File: src/rtl/var_16_1_to_3_pkg.sv
`default_nettype none
// ============================================================================
// Module   : var_16_1_to_3_pkg
// Purpose  : Shared SPI variable-framing constants (state codes, widths,
//            frame length) used by the serializer/deserializer pair.
// Revision : 1.0 - initial release
// ============================================================================
package var_16_1_to_3_pkg;

    localparam int c_DEFAULT_WIDTH = 16;
    localparam int c_FRAME_LEN     = 3;

    localparam logic [1:0] c_IDLE = 2'd0;
    localparam logic [1:0] c_W1   = 2'd1;
    localparam logic [1:0] c_W2   = 2'd2;

endpackage
`default_nettype wire

File: src/rtl/var_timeout_cnt.sv
`default_nettype none
// ============================================================================
// Module   : var_timeout_cnt
// Purpose  : Clearable saturating cycle counter with a terminal-count flag
//            that fires on the cycle whose edge would reach TIMEOUT.
// Revision : 1.0 - initial release
// ============================================================================
module var_timeout_cnt #(
    parameter int TIMEOUT = 1000
) (
    input  logic clk,
    input  logic rst_n,
    input  logic clear,
    input  logic enable,
    output logic tc
);

    // tc is raised one count early so the abort lands on the TIMEOUT-th edge
    localparam logic [15:0] c_TC_VAL = 16'(TIMEOUT - 1);

    logic [15:0] r_count;

    always_ff @(posedge clk or negedge rst_n) begin
        if (!rst_n) begin
            r_count <= '0;
        end else if (clear) begin
            r_count <= '0;
        end else if (enable && !tc) begin
            r_count <= r_count + 16'd1;
        end
    end

    assign tc = (r_count == c_TC_VAL);

endmodule
`default_nettype wire

File: src/rtl/var_16_1_to_3.sv
`default_nettype none
// ============================================================================
// Module   : var_16_1_to_3
// Purpose  : Demultiplexes 3-word SPI frames into three parallel variables,
//            committed atomically with a one-cycle valid pulse.
// Revision : 1.0 - initial release
// ============================================================================
module var_16_1_to_3
    import var_16_1_to_3_pkg::*;
#(
    parameter int WIDTH   = c_DEFAULT_WIDTH,
    parameter int TIMEOUT = 1000
) (
    input  logic             clk,
    input  logic             rst_n,
    input  logic [WIDTH-1:0] in,
    input  logic             in_valid,
    input  logic             frame_start,
    output logic [WIDTH-1:0] out1,
    output logic [WIDTH-1:0] out2,
    output logic [WIDTH-1:0] out3,
    output logic             out_valid,
    output logic             frame_err,
    output logic             busy
);

    logic [1:0]       r_state;
    logic [WIDTH-1:0] r_shadow [c_FRAME_LEN-1];
    logic             w_tc;

    var_timeout_cnt #(
        .TIMEOUT (TIMEOUT)
    ) u_timeout_cnt (
        .clk    (clk),
        .rst_n  (rst_n),
        .clear  (in_valid),
        .enable (r_state != c_IDLE),
        .tc     (w_tc)
    );

    always_ff @(posedge clk or negedge rst_n) begin
        if (!rst_n) begin
            r_state     <= c_IDLE;
            r_shadow[0] <= '0;
            r_shadow[1] <= '0;
            out1        <= '0;
            out2        <= '0;
            out3        <= '0;
            out_valid   <= 1'b0;
            frame_err   <= 1'b0;
        end else begin
            out_valid <= 1'b0;
            frame_err <= 1'b0;
            case (r_state)
                c_IDLE: begin
                    if (in_valid) begin
                        if (frame_start) begin
                            r_shadow[0] <= in;
                            r_state     <= c_W1;
                        end else begin
                            frame_err <= 1'b1;
                        end
                    end
                end
                c_W1, c_W2: begin
                    // A word always beats the timeout on the same edge
                    if (in_valid && frame_start) begin
                        frame_err   <= 1'b1;
                        r_shadow[0] <= in;
                        r_state     <= c_W1;
                    end else if (in_valid && r_state == c_W1) begin
                        r_shadow[1] <= in;
                        r_state     <= c_W2;
                    end else if (in_valid) begin
                        out1      <= r_shadow[0];
                        out2      <= r_shadow[1];
                        out3      <= in;
                        out_valid <= 1'b1;
                        r_state   <= c_IDLE;
                    end else if (w_tc) begin
                        frame_err <= 1'b1;
                        r_state   <= c_IDLE;
                    end
                end
                default: r_state <= c_IDLE;
            endcase
        end
    end

    assign busy = (r_state != c_IDLE);

endmodule
`default_nettype wire

File: config.mk
export PLATFORM = sky130hd
export DESIGN_NAME = var_16_1_to_3
export DESIGN_NICKNAME = d
export VERILOG_FILES = /design/src/rtl/var_16_1_to_3_pkg.sv /design/src/rtl/var_timeout_cnt.sv /design/src/rtl/var_16_1_to_3.sv
export SDC_FILE = /design/constraint.sdc
export NUM_CORES = 1
export LEC_CHECK = 0
export ABC_AREA = 0
export BUFFER_PORTS_ARGS = -buffer_cell sky130_fd_sc_hd__buf_2
export CAP_MARGIN = 20
export CORE_UTILIZATION = 30
export CTS_CLUSTER_DIAMETER = 150
export DETAILED_ROUTE_END_ITERATION = 6
export SYNTH_ARGS = -nofsm -noshare
export SYNTH_HDL_FRONTEND = slang
export SYNTH_SLANG_ARGS = --single-unit
export TNS_END_PERCENT = 1
File: constraint.sdc
create_clock -name clk -period 2.8 [get_ports clk]
set_clock_uncertainty 0.15 [all_clocks]
set_input_delay 0.14 -clock clk [delete_from_list [all_inputs] [get_ports clk]]
set_output_delay 0.14 -clock clk [all_outputs]
set_load 0.05 [all_outputs]
# Word level (Yosys, flattened, before mapping)
# Index checks and enable logic that the tools add are counted.
[word_totals]
ff_bits = 100
latchBits = 0
mem_bits_rw = 0
rom_bits = 0
n_memories = 0
[classes]
addsub = 1
multipliers = 0
div_mod_pow = 0
magnitude_cmp = 0
eq_ne = 7
shifts = 0
muxes = 24
n_bitwise = 2
reduce_logical = 13
[op_table]
columns = ["cell", "n"]
rows = [
  ["$mux 16", 5],
  ["$pmux 16 s2", 1],
  ["$add 16x1->16 const B", 1],
  ["$eq 16x10->1 const B", 1],
  ["$mux 2", 6],
  ["$mux 1", 10],
  ["$reduce_and 4->1", 2],
  ["$ne 2x2->1 const B", 3],
  ["$reduce_and 3->1", 2],
  ["$reduce_bool 2->1", 3],
  ["$ne 5x4->1 const B", 1],
  ["$pmux 2 s2", 1],
  ["$logic_and 1x1->1", 3],
  ["$eq 2x1->1 const B", 1],
  ["$eq 2x2->1 const B", 1],
  ["$logic_not 2->1", 1],
  ["$not 1->1", 2],
  ["$pmux 1 s2", 1],
  ["$reduce_or 2->1", 1],
  ["$logic_not 1->1", 1],
]

# Logic depth before layout (Yosys ltp)
[logic_depth]
ltp_word = 6
mapped_depth = 7

# Cells and area by module
# From an unflattened synthesis, not the netlist that was laid out.
[unflattened]
cells_unflattened = 282
hier_area_um2 = 4164.0
[by_module_without_submodules]
columns = ["module", "n_inst", "cells_per_inst", "area_each_um2"]
rows = [
  ["var_16_1_to_3", 1, 191, 3276.9],
  ["var_timeout_cnt", 1, 91, 887.1],
]

# Worst setup path before layout
# OpenSTA, ideal clock, no wires.
[synth_timing]
kind = "flip-flop to flip-flop"
startpoint = "register r_state[0]"
endpoint = "register out1[0]"
setup_ns = 0.125
t_arrival_ns = 1.695
required_time_ns = 2.525
path_slack_ns = 0.830
stages_incl_launch_ff = 8
n_path_buf = 2
cell_sequence = "dfrtp_1 -> inv_1 -> ha_1 -> nand2_1 -> nor3_2 -> buf_4 -> buf_4 -> mux2_2"
[synth_between]
elab_chain_cells = 4
[synth_lines]
columns = ["item", "line_no", "source"]
rows = [
  ["from (decl)", "var_16_1_to_3.sv:27", "logic [1:0] r_state;"],
  ["from (signal assigned)", "var_16_1_to_3.sv:43", "r_state <= c_IDLE;"],
  ["from (signal assigned)", "var_16_1_to_3.sv:59", "r_state <= c_W1;"],
  ["from (signal assigned)", "var_16_1_to_3.sv:70", "r_state <= c_W1;"],
  ["$eq 2x1->1", "var_16_1_to_3.sv:54, var_16_1_to_3.sv:71", ""],
  ["$logic_and 1x1->1", "var_16_1_to_3.sv:71", "end else if (in_valid && r_state == c_W1) begin"],
  ["$not 1->1 (no source line)", "--", ""],
  ["$reduce_and 4->1 (no source line) (*)", "--", ""],
  ["to (signal assigned)", "var_16_1_to_3.sv:75", "out1 <= r_shadow[0];"],
  ["to (decl)", "var_16_1_to_3.sv:19", "output logic [WIDTH-1:0] out1,"],
]
# Every way passes the cells marked *; elsewhere a longest branch is shown, timed or not.
# A chain may end at the register's enable or synchronous reset.

# Worst setup path in the final report
[layout_timing]
startpoint = "register r_state[0]"
endpoint = "register u_timeout_cnt.r_count[15]"
[layout_between]
elab_chain_cells = 3
[layout_lines]
columns = ["item", "line_no", "source"]
rows = [
  ["$reduce_bool 2->1", "var_16_1_to_3.sv:37", ".enable (r_state != c_IDLE),"],
  ["$logic_and 1x1->1", "var_timeout_cnt.sv:28", "end else if (enable && !tc) begin"],
  ["$reduce_bool 2->1 (no source line)", "--", ""],
  ["to (signal assigned)", "var_timeout_cnt.sv:29", "r_count <= r_count + 16'd1;"],
  ["to (decl)", "var_timeout_cnt.sv:21", "logic [15:0] r_count;"],
]
# No other way between the ends.

==> report_table.html <==
<table>
<tr><th>Metric</th><th>Value</th></tr>
<tr><th colspan="2">Floorplanning</th></tr>
<tr><td>Die extent in y</td><td>about 120 um</td></tr>
<tr><td>Placeable core region</td><td>approximately 13000 um2</td></tr>
<tr><td>Num ports</td><td>slightly above 70</td></tr>
<tr><td>Count of standard-cell rows</td><td>42</td></tr>
<tr><td>Effective utilization at floorplan</td><td>30.8%</td></tr>
<tr><td>Floorplan die area</td><td>~14000 um2</td></tr>
<tr><td>Die outline width</td><td>119 um</td></tr>
<tr><th colspan="2">Global route</th></tr>
<tr><td>Vias in the first global route</td><td>approximately 2600</td></tr>
<tr><td>Total congestion overflow after global routing</td><td>0</td></tr>
<tr><td>Global Route Usage Sum</td><td>around an eighth</td></tr>
<tr><td>Pin count of the biggest net entering global routing</td><td>52</td></tr>
<tr><td>First-pass GRT wire length</td><td>between 10 and 15 mm</td></tr>
<tr><td>Antenna violations before repair</td><td>0</td></tr>
<tr><th colspan="2">Timing</th></tr>
<tr><td>Slew of the pin with the lowest slew margin</td><td>between 600 and 700 ps</td></tr>
<tr><td>Setup-failing EPs final</td><td>0</td></tr>
<tr><td>Final Hold Violating Endpoints</td><td>0</td></tr>
<tr><td>RSZ-0062 raised after global routing</td><td>no</td></tr>
<tr><td>Tcrit/Tclk final</td><td>roughly three quarters</td></tr>
<tr><td>Final TNS setup</td><td>0 ps</td></tr>
<tr><td>FMAX</td><td>~0.47 GHz</td></tr>
<tr><td>Post-route minimum period</td><td>between 2000 and 2500 ps</td></tr>
<tr><td>Relative slew slack</td><td>56.9%</td></tr>
<tr><td>Max-slew violation count</td><td>0</td></tr>
<tr><th colspan="2">Clock network</th></tr>
<tr><td>Total of cells resized after clock tree synthesis</td><td>0</td></tr>
<tr><td>Total clock sinks</td><td>100</td></tr>
<tr><td>Number of post-CTS setup repair buffers</td><td>0</td></tr>
<tr><td>CTS Root Cell</td><td>clkbuf_16</td></tr>
<tr><td>Clock tree from TritonCTS</td><td>yes</td></tr>
<tr><td>Number of CTS-inserted buffers</td><td>9</td></tr>
<tr><td># H-tree levels</td><td>3</td></tr>
<tr><td>Clock-pin transition on the worst setup and hold timing paths</td><td>~70 ps</td></tr>
<tr><td>Clock buffer depth</td><td>2</td></tr>
<tr><td>Hold-fix buffer count after cts</td><td>17</td></tr>
<tr><td>Insertion delay of the later-clocked pin in the worst-skew pair</td><td>about 340 ps</td></tr>
<tr><th colspan="2">Synthesis</th></tr>
<tr><td>Leading post-synthesis cells by cell area</td><td>dfrtp_1 61%, mux2_2 23%, xnor2_1 1.5%</td></tr>
<tr><td>Proportion of synthesized chip area in sequential cells</td><td>61.2%</td></tr>
<tr><td>Fraction of synthesized cell area taken by the top area cell type</td><td>between 60% and 70%</td></tr>
<tr><td>Post-synthesis sequential element count</td><td>100</td></tr>
<tr><td>Most common flop cell mapped by yosys</td><td>dfrtp_1</td></tr>
<tr><td>Number of warning messages in the yosys log</td><td>0</td></tr>
<tr><td>Cells after synthesis</td><td>around 280</td></tr>
<tr><td>Most frequently used cell type in the post-synthesis netlist</td><td>dfrtp_1</td></tr>
<tr><td>Synth Area per Inst</td><td>around 15 um2</td></tr>
<tr><td>Top cell type by total area after synthesis</td><td>dfrtp_1</td></tr>
<tr><td>Async SR Flop Fraction</td><td>100%</td></tr>
<tr><td>Post-Synthesis Net Count</td><td>between 300 and 400</td></tr>
<tr><td>Number of distinct library cells after synthesis</td><td>37</td></tr>
<tr><td>Post-synth EDFFs</td><td>0</td></tr>
<tr><td>Synth cell count leaders</td><td>100 x dfrtp_1, 82 x mux2_2, 12 x nor2_1, 10 x nand2_1</td></tr>
<tr><td>Cell Area, Synth</td><td>~4000 um2</td></tr>
<tr><th colspan="2">Critical path</th></tr>
<tr><td>WP data required</td><td>about 2900 ps</td></tr>
<tr><td>Worst reg-to-reg path cell count</td><td>6</td></tr>
<tr><td>Termination of the worst setup path</td><td>u_timeout_cnt.r_count[15]$_DFFE_PN0P_</td></tr>
<tr><td>Critical path class</td><td>register to register</td></tr>
<tr><td>Arrival time at the worst endpoint</td><td>around 2200 ps</td></tr>
<tr><td>Beginning of the critical path</td><td>r_state[0]$_DFFE_PN0P_</td></tr>
<tr><td>Worst Setup Start Kind</td><td>register</td></tr>
<tr><td>Reg2Reg Setup Slack</td><td>~670 ps</td></tr>
<tr><td>Crit-path max FO</td><td>7</td></tr>
<tr><td>Reg-to-Reg Start</td><td>r_state[0]$_DFFE_PN0P_</td></tr>
<tr><td>Category of the worst setup path capture point</td><td>register</td></tr>
<tr><td>Endpoint of the worst-slack reg-to-reg timing path</td><td>u_timeout_cnt.r_count[15]$_DFFE_PN0P_</td></tr>
<tr><th colspan="2">Route</th></tr>
<tr><td>Post-DRT Antenna Nets</td><td>0</td></tr>
<tr><td>Initial detailed-routing violation count</td><td>roughly 130</td></tr>
<tr><td>Detailed-route wire length per cell</td><td>14.2 um</td></tr>
<tr><td>Number of iterations in the first detailed-routing pass</td><td>4</td></tr>
<tr><td>Residual DRC</td><td>0</td></tr>
<tr><td>Vias per cell</td><td>~4.6</td></tr>
<tr><td>Via Count</td><td>between 2000 and 3000</td></tr>
<tr><td>Drt total wl</td><td>7.86 mm</td></tr>
<tr><th colspan="2">Layout</th></tr>
<tr><td>Area of the multi-input gates</td><td>between 1500 and 2000 um2</td></tr>
<tr><td>Final layout net count</td><td>~400</td></tr>
<tr><td>Layout cell share with drive strength beyond 1</td><td>between 40% and 50%</td></tr>
<tr><td>Final design utilization</td><td>38.5%</td></tr>
<tr><td>Area growth from synthesis to layout</td><td>25.2%</td></tr>
<tr><td>Filler instances</td><td>around 1300</td></tr>
<tr><td>Antenna cells</td><td>0</td></tr>
<tr><td>Register area</td><td>about 2500 um2</td></tr>
<tr><th colspan="2">Pwr</th></tr>
<tr><td>Pwr Density</td><td>between 1000 and 1500 nW/um2</td></tr>
<tr><td>Switching share of total power</td><td>42.8%</td></tr>
<tr><td>Share of total power in the clock network</td><td>a little under a fifth</td></tr>
<tr><td>Cell internal pwr</td><td>around 3.5 mW</td></tr>
<tr><td>Comb power frac</td><td>a little over two fifths</td></tr>
<tr><td>Share of total power in sequential cells</td><td>37.8%</td></tr>
<tr><td>Switch Pwr</td><td>~2.6 mW</td></tr>
<tr><td>Maximum vdd drop</td><td>about 0.75 mV</td></tr>
<tr><td>Leakage component of the power</td><td>2.35 nW</td></tr>
<tr><th colspan="2">Run status</th></tr>
<tr><td>Status</td><td>completed</td></tr>
<tr><th colspan="2">Min path</th></tr>
<tr><td>Worst hold path cell count</td><td>3</td></tr>
<tr><td>Min-Delay Path Class</td><td>input pin to register</td></tr>
<tr><th colspan="2">Flow run</th></tr>
<tr><td>Total of max-cap violations</td><td>0</td></tr>
<tr><th colspan="2">Placed design</th></tr>
<tr><td>Placer's final routability congestion estimate</td><td>roughly 0.76</td></tr>
<tr><td>Number of buffer cells added on primary ports</td><td>70</td></tr>
<tr><td>Post-DP HPWL</td><td>slightly above 5 mm</td></tr>
</table>
==> cell type report <==
class	count	area share, %
clock buffers	11	4.74
clock inverters	5	0.733
inverters	6	0.440
multi-input cells	166	29.7
flip-flops and latches	100	48.9
well taps	176	4.30
repair buffers	91	11.3
==> sequential cells by signal (all words and copies together) (netlist names) <==
register	cells
out_valid	1
r_shadow	32
frame_err	1
out3	16
u_timeout_cnt.r_count	16
out2	16
r_state	2
out1	16
==> metrics by stage <==
step	cells	power, mW	hold slack, ps	instance area, um2	worst slack [ps]
2_1_floorplan	282	4.41	-306	4090	830
3_3_place_gp	522	5.01	61.6	4670	760
3_5_place_dp	522	5.07	69.7	4670	679
4_1_cts	555	6.27	32.5	5120	677
5_1_grt	555	6.50	58.1	5120	506
6_report	555	6.19	51.3	5120	666
==> worst min-delay path by stage <==
stage / from / end
after floorplan: rst_n / frame_err$_DFF_PN0_
after global placement: rst_n / u_timeout_cnt.r_count[5]$_DFFE_PN0P_
after detailed placement: rst_n / u_timeout_cnt.r_count[5]$_DFFE_PN0P_
after CTS: frame_start / r_state[0]$_DFFE_PN0P_
after global routing: frame_start / r_state[0]$_DFFE_PN0P_
final: frame_start / r_state[0]$_DFFE_PN0P_
==> cells in the final DEF (no fill, tap or decap), drive strengths merged <==
master,netlist,final
a21bo,1,1
nand4,2,2
and4b,1,1
mux2,83,83
a21oi,7,7
nand3,3,3
or4,1,1
o31ai,1,1
o21ai,6,6
buf,9,74
nor4b,2,2
inv,6,6
a41oi,1,1
dlygate4sd3,0,17
or3,3,3
nor2b,2,2
and3,2,2
nand3b,1,1
nor4,5,5
ha,4,4
and4,1,1
nor2,12,12
clkbuf,1,11
dfrtp,100,100
o2bb2ai,1,1
nor3,3,3
clkinv,0,3
nand4b,3,3
clkinvlp,0,2
xnor2,7,7
o211ai,1,1
xor2,1,1
nand2,10,10
nand2b,2,2
==> power groups by stage <==
stage	clock (mW)	combinational, mW	sequential [mW]
global route	1.25	2.83	2.42
detailed placement	0	2.70	2.37
finish	1.16	2.69	2.34
floorplan	0	0.837	3.57
CTS	1.21	2.72	2.35
global placement	0	2.66	2.34
==> per-layer routing <==
layer	track usage (%)	vias up	share of wire, %
met2	18.7	61	47
li1	-	1187	-
met5	0	-	0
met1	15.3	1310	46
met4	4.91	0	1.5
met3	3.52	14	5.3
==> logic make-up (layout without fill, tap and decap cells) <==
group                      after synthesis  count (layout)  share of synthesized area [%]
DFF                                    100             100                           61.2
muxes                                   83              83                           22.9
and+or+nand+nor                         53              53                           8.26
AOI/OAI and AO/OA                       18              18                           2.84
buffers and inverters                   16             113                           1.84
xor gates and xnor gates                 8               8                           1.71
adders and majority gates                4               4                           1.22
==> worst max-delay path, stage by stage, from the launching register on <==
cell,delay (ps)
dfrtp_1,400
inv_1,60
ha_1,280
nand4b_2,330
nor2_1,220
nor4b_2,230
mux2_2,360
(Power assumes the default switching activity.)
